--- src/rtl/core_mem_wb.sv ---
// Memory-access / writeback stage: EX/MEM and MEM/WB pipeline registers, a req/ack
// data-memory handshake with timeout, and the forwarding sources for the EX stage.
module core_mem_wb #(
  parameter int ACK_TIMEOUT = 255
) (
  input  logic        clk,
  input  logic        rst,
  input  logic        ex_valid,
  input  logic [31:0] ex_alu_result,
  input  logic [31:0] ex_data_to_mem,
  input  logic [4:0]  ex_dest_rd,
  input  logic        ex_regwrite,
  input  logic        ex_memread,
  input  logic        ex_memwrite,
  input  logic        ex_memtoreg,
  output logic        mem_stall,
  output logic        dmem_req,
  output logic        dmem_we,
  output logic [31:0] dmem_addr,
  output logic [31:0] dmem_wdata,
  input  logic        dmem_ack,
  input  logic [31:0] dmem_rdata,
  output logic        mem_regwrite,
  output logic [4:0]  mem_regrd,
  output logic [31:0] mem_reg_data,
  output logic        wb_regwrite,
  output logic [4:0]  wb_regrd,
  output logic [31:0] wb_reg_data,
  output logic        mem_addr_err,
  output logic        dmem_timeout
);

  typedef enum logic {S_IDLE, S_WAIT} state_t;

  state_t      state_q, state_d;
  logic [15:0] wait_cnt_q, wait_cnt_d;
  logic        timeout_q, timeout_d;
  logic        dropped_q, dropped_d;

  logic        exmem_valid_q, exmem_valid_d;
  logic [31:0] exmem_alu_q, exmem_alu_d;
  logic [31:0] exmem_wdata_q, exmem_wdata_d;
  logic [4:0]  exmem_rd_q, exmem_rd_d;
  logic        exmem_regwrite_q, exmem_regwrite_d;
  logic        exmem_memread_q, exmem_memread_d;
  logic        exmem_memwrite_q, exmem_memwrite_d;
  logic        exmem_memtoreg_q, exmem_memtoreg_d;

  logic        wb_regwrite_q, wb_regwrite_d;
  logic [4:0]  wb_regrd_q, wb_regrd_d;
  logic [31:0] wb_reg_data_q, wb_reg_data_d;

  logic        capture;
  logic        ex_memop_ok;
  logic        misaligned;
  logic        drop;
  logic [16:0] cnt_inc;

  assign mem_stall   = (state_q == S_WAIT) & ~dmem_ack;
  assign capture     = ~mem_stall;
  assign ex_memop_ok = ex_valid & (ex_memread | ex_memwrite) & (ex_alu_result[1:0] == 2'b00);
  assign misaligned  = exmem_valid_q & (exmem_memread_q | exmem_memwrite_q) &
                       (exmem_alu_q[1:0] != 2'b00);
  // An op is a bubble if it was misaligned or its access timed out.
  assign drop        = misaligned | dropped_q;
  assign cnt_inc     = {1'b0, wait_cnt_q} + 17'd1;

  always_comb begin
    exmem_valid_d    = exmem_valid_q;
    exmem_alu_d      = exmem_alu_q;
    exmem_wdata_d    = exmem_wdata_q;
    exmem_rd_d       = exmem_rd_q;
    exmem_regwrite_d = exmem_regwrite_q;
    exmem_memread_d  = exmem_memread_q;
    exmem_memwrite_d = exmem_memwrite_q;
    exmem_memtoreg_d = exmem_memtoreg_q;
    wb_regwrite_d    = wb_regwrite_q;
    wb_regrd_d       = wb_regrd_q;
    wb_reg_data_d    = wb_reg_data_q;
    dropped_d        = dropped_q;
    state_d          = state_q;
    wait_cnt_d       = wait_cnt_q;
    timeout_d        = timeout_q;

    if (capture) begin
      exmem_valid_d    = ex_valid;
      exmem_alu_d      = ex_alu_result;
      exmem_wdata_d    = ex_data_to_mem;
      exmem_rd_d       = ex_dest_rd;
      exmem_regwrite_d = ex_regwrite;
      exmem_memread_d  = ex_memread;
      exmem_memwrite_d = ex_memwrite;
      exmem_memtoreg_d = ex_memtoreg;
      dropped_d        = 1'b0;
      wb_regwrite_d    = exmem_valid_q & exmem_regwrite_q & ~drop;
      wb_regrd_d       = exmem_rd_q;
      wb_reg_data_d    = exmem_memtoreg_q ? dmem_rdata : exmem_alu_q;
    end

    case (state_q)
      S_IDLE: begin
        wait_cnt_d = 16'd0;
        if (ex_memop_ok) state_d = S_WAIT;
      end
      S_WAIT: begin
        if (dmem_ack) begin
          wait_cnt_d = 16'd0;
          state_d    = ex_memop_ok ? S_WAIT : S_IDLE;
        end else if (cnt_inc == 17'(ACK_TIMEOUT)) begin
          // Abandon the access; the held instruction leaves as a bubble.
          wait_cnt_d = 16'd0;
          state_d    = S_IDLE;
          timeout_d  = 1'b1;
          dropped_d  = 1'b1;
        end else begin
          wait_cnt_d = cnt_inc[15:0];
        end
      end
      default: begin
        state_d    = S_IDLE;
        wait_cnt_d = 16'd0;
      end
    endcase
  end

  always_ff @(posedge clk) begin
    if (rst) begin
      state_q          <= S_IDLE;
      wait_cnt_q       <= 16'd0;
      timeout_q        <= 1'b0;
      dropped_q        <= 1'b0;
      exmem_valid_q    <= 1'b0;
      exmem_alu_q      <= 32'd0;
      exmem_wdata_q    <= 32'd0;
      exmem_rd_q       <= 5'd0;
      exmem_regwrite_q <= 1'b0;
      exmem_memread_q  <= 1'b0;
      exmem_memwrite_q <= 1'b0;
      exmem_memtoreg_q <= 1'b0;
      wb_regwrite_q    <= 1'b0;
      wb_regrd_q       <= 5'd0;
      wb_reg_data_q    <= 32'd0;
    end else begin
      state_q          <= state_d;
      wait_cnt_q       <= wait_cnt_d;
      timeout_q        <= timeout_d;
      dropped_q        <= dropped_d;
      exmem_valid_q    <= exmem_valid_d;
      exmem_alu_q      <= exmem_alu_d;
      exmem_wdata_q    <= exmem_wdata_d;
      exmem_rd_q       <= exmem_rd_d;
      exmem_regwrite_q <= exmem_regwrite_d;
      exmem_memread_q  <= exmem_memread_d;
      exmem_memwrite_q <= exmem_memwrite_d;
      exmem_memtoreg_q <= exmem_memtoreg_d;
      wb_regwrite_q    <= wb_regwrite_d;
      wb_regrd_q       <= wb_regrd_d;
      wb_reg_data_q    <= wb_reg_data_d;
    end
  end

  assign dmem_req     = (state_q == S_WAIT);
  assign dmem_we      = dmem_req & exmem_memwrite_q;
  assign dmem_addr    = exmem_alu_q;
  assign dmem_wdata   = exmem_wdata_q;
  assign mem_regwrite = exmem_valid_q & exmem_regwrite_q & ~drop;
  assign mem_regrd    = exmem_rd_q;
  assign mem_reg_data = exmem_alu_q;
  assign wb_regwrite  = wb_regwrite_q;
  assign wb_regrd     = wb_regrd_q;
  assign wb_reg_data  = wb_reg_data_q;
  assign mem_addr_err = misaligned;
  assign dmem_timeout = timeout_q;

endmodule

--- config.mk ---
export PLATFORM = sky130hd
export DESIGN_NAME = core_mem_wb
export DESIGN_NICKNAME = d
export VERILOG_FILES = /design/src/rtl/core_mem_wb.sv
export SDC_FILE = /design/constraint.sdc
export NUM_CORES = 1
export LEC_CHECK = 0
export ABC_AREA = 1
export BUFFER_PORTS_ARGS = -buffer_cell sky130_fd_sc_hd__buf_4
export CORE_ASPECT_RATIO = 1.1
export CORE_MARGIN = 2
export CORE_UTILIZATION = 35
export DETAILED_ROUTE_END_ITERATION = 12
export GPL_ROUTABILITY_DRIVEN = 0
export GPL_TIMING_DRIVEN = 0
export PLACE_DENSITY = 0.69
export SETUP_SLACK_MARGIN = 0.5
export SYNTH_ARGS = -nofsm -noshare
export SYNTH_HDL_FRONTEND = slang
export SYNTH_SLANG_ARGS = --single-unit
--- constraint.sdc ---
create_clock -name clk -period 2.5 [get_ports clk]
set_clock_uncertainty 0.1 [all_clocks]
set_input_delay 0.5 -clock clk [delete_from_list [all_inputs] [get_ports clk]]
set_output_delay 0.5 -clock clk [all_outputs]
set_load 0.02 [all_outputs]
==> metrics.md <==
| Metric | Value |
|---|---|
| Outcome | `complete, no violations` |
| Die X | `roughly 120 µm` |
| Maximum vdd drop | `0.000487 V` |
| Overall Global Routing Usage | `20.8%` |
| Die height | `134 µm` |
| Cells after Synth | `721` |
| Hold depth | `3` |
| Leak pwr | `0.00414 µW` |
| Net Sw Power | `between 1000 and 1500 µW` |
| Peak Freq | `roughly 500 MHz` |
| Detailed Place HPWL | `12900 µm` |
| Final period utilization | `77.8%` |
| XOR/XNOR Fraction of Synth Area | `0.326%` |
| Worst Path Arrival | `~2200 ps` |
| Syn Area/Cell | `7.45 µm²` |
| Proportion of synthesized area in mux cells | `0.186%` |
| ANT cells | `0` |
| Sequential fraction of design power | `38.8%` |
| Cts hold-fix bufs | `0` |
| Initial Utilization | `about 36%` |
| Max cap viols | `0` |
| CTS tree | `done` |
| Setup TNS | `0 ps` |
| Pin count of the biggest net entering global routing | `17` |
| P_int | `between 4000 and 5000 µW` |
| Crit-path max FO | `5` |
| Crit Reg-Reg Startpoint | `wait_cnt_q[1]` |
| Vias in the first global route | `5171` |
| Routed len/inst | `14.4 µm` |
| Reg clk slew, reported paths | `~60 ps` |
| Largest family of logic cells by synthesized area | `simple AND/OR/NAND/NOR gates` |
| #FFs+latches synth | `131` |
| Clock power share | `a little under half` |
| Initial antenna violation count | `0` |
| RSZ-0062 raised after global routing | `false` |
| Simple-gate area share of the yosys netlist | `26.1%` |
| Final Setup Violations | `0` |
| Placed cell count | `around 1200` |
| CP required | `approximately 2700 ps` |
| Setup ws final | `around 550 ps` |
| CTS H-tree depth | `4` |
| Synth area leaders | `dfxtp_1 (49%), nand2_1 (13%), o21ai_0 (10%)` |
| Synthesis Warnings | `0` |
| Layout cell share with drive strength beyond 1 | `38.1%` |
| Synth area leader | `dfxtp_1` |
| Routed WL | `17500 µm` |
| Core Area | `0.0151 mm²` |
| Global-route wire length before repair | `26100 µm` |
| Post-synth EDFFs | `0` |
| Pre-CTS WS | `14.7 ps` |
| CTS sink count | `131` |
| Post-DR vias/cell | `4.61` |
| Most common cell after layout, fill and taps aside | `buf_4` |
| Critical path class | `reg2reg` |
| Fillers | `around 1400` |
| Remaining antenna violation count | `0` |
| Root Buffer | `clkbuf_16` |
| I/O Pins | `254` |
| Post-synthesis sequential area ratio | `48.8%` |
| Row count | `47` |
| Worst Hold Class | `in2reg` |
| Worst Min Path Start | `ex_data_to_mem[12]` |
| Mapped Area | `about 0.0054 mm²` |
| Yosys top cell area share | `48.8%` |
| Pre-antenna DRT Iters | `4` |
| Final Core Density | `about 56%` |
| Top_reg_cell synth | `dfxtp_1` |
| CTS buffer count | `17` |
| Switch share | `23.4%` |
| R2R Setup Slk | `550 ps` |
| Final hold violation count | `0` |
| Worst setup EP type | `flip-flop` |
| Synthesis-to-layout area growth | `56.4%` |
| GRT overflow | `0` |
| Adder-cell share of the synthesized area | `less than 1%` |
| Worst-skew pair later-pin latency | `between 400 and 500 ps` |
| Synth async-reset ratio | `0%` |
| Clk buf depth | `2` |
| Non-filler cells, final | `approximately 1200` |
| Critical R2R Capture | `wait_cnt_q[3]` |
| Least-Margin Pin Slew | `698 ps` |
| Synth cell types | `26` |
| Tmin final | `1950 ps` |
| Fin nets | `~1100` |
| FF-to-FF path depth | `12` |
| Number of remaining DRC errors | `0` |
| Vias post-DR | `5595` |
| Slew Limit Fails | `0` |
| 1st-iter DRT viols | `202` |
| I/O Buffers | `about 250` |
| Normalized max-slew margin | `53.5%` |
| Comb pwr share | `13.5%` |
| Startpoint types | `flip-flop` |
| Mapped Nets | `~830` |
| Commonest non-fill, non-tap cells in the layout | `buf_4 (296), nand2_1 (181), dfxtp_1 (123), o21ai_0 (110), nand3_1 (87)` |
| Synth Area in Compound Gates | `11.4%` |
| Hold endpoint | `dmem_wdata[12]` |
| Pwr dens | `697 mW/mm²` |
| Die area | `roughly 0.016 mm²` |
worst max path at each step:
stage | start | to | slack (ps)
finish | wait_cnt_q[1] | wait_cnt_q[3] | 550
global route | wait_cnt_q[2] | wait_cnt_q[3] | 460
CTS | dmem_req | dmem_addr[16] | 500
detailed placement | dmem_ack | wb_reg_data[29] | 10
global placement | dmem_ack | wb_reg_data[27] | 4
floorplan | dmem_ack | wb_reg_data[27] | 590
sequential cells by signal, indices dropped and copies added, names as in the netlist:
register / flops
exmem_memtoreg_q: 1
dmem_wdata: 32
dropped_q: 1
wait_cnt_q: 16
dmem_timeout: 1
wb_regwrite: 1
exmem_memwrite_q: 1
mem_regrd: 5
wb_reg_data: 32
wb_regrd: 5
exmem_valid_q: 1
dmem_addr: 32
dmem_req: 1
exmem_memread_q: 1
exmem_regwrite_q: 1
synthesized netlist by cell type (5+ instances only):
master,n
a21oi_1,8
nand3_1,88
inv_1,71
buf_4,32
nand2_1,188
nor2_1,14
o21ai_0,110
clkbuf_1,28
buf_2,5
buf_1,5
nand4_1,5
nor2_2,16
dfxtp_1,131
power groups by stage:
stage                     clock [µW]  sequential, µW  combinational, µW
after global routing            2930            2290                851
after CTS                       2840            2280                796
final                           2790            2270                789
after detailed placement           0            2320                793
after floorplan                    0            2440                247
after global placement             0            2320                785
cells by family (layout without fill, tap and decap cells):
kind of cell               after synthesis  count (layout)
buffers and inverters                  145             441
adders and majority gates                2               2
xor gates and xnor gates                 2               2
and+or+nand+nor                        319             319
DFF                                    131             131
AOI/OAI and AO/OA                      121             121
muxes                                    1               1
critical path, stage by stage, from the launching register on:
cell	delay, ps
dfxtp_4	370
ha_4	180
nand2_4	80
nor2_4	120
nand2_4	80
nor2_2	90
xnor2_1	140
nand2_1	90
nor2_2	150
nand2_2	110
nand2_4	140
clkbuf_16	160
nor2_2	30
routing by layer:
metal	part of all wire, %	GRT usage [%]	vias up
met2	51	35.1	183
met1	40	24.7	2545
met3	6.8	5.70	28
met4	2.3	8.68	0
met5	0	0	-
li1	-	-	2839
stage by stage:
stage	power (µW)	area [µm²]	hold WS [ps]
CTS	5910	8230	191
global placement	3100	7520	330
finish	5860	8410	208
floorplan	2690	5370	319
global route	6070	8410	204
detailed placement	3110	7520	333
repair_timing:
item | 4_1_cts | 5_1_grt
endpoints found under the setup margin | 41 | 85
cloned | 0 | 1
gates resized for setup | 7 | 37
hold endpoints to repair | 0 | 0
pin swaps | 2 | 7
setup buffers | 4 | 8
area by class of cell:
type                            instances  area (µm²)  share of cell area, %
Sequential cell                       131        2640                   31.4
Multi-Input combinational cell        445        2150                   25.5
Clock buffer                           19         453                   5.39
Tap cell                              196         245                   2.92
Inverter                               74         278                   3.30
Buffer                                 71         417                   4.96
Clock inverter                         11         208                   2.47
Timing Repair Buffer                  266        2020                   24.0
(Power assumes the default switching activity.)
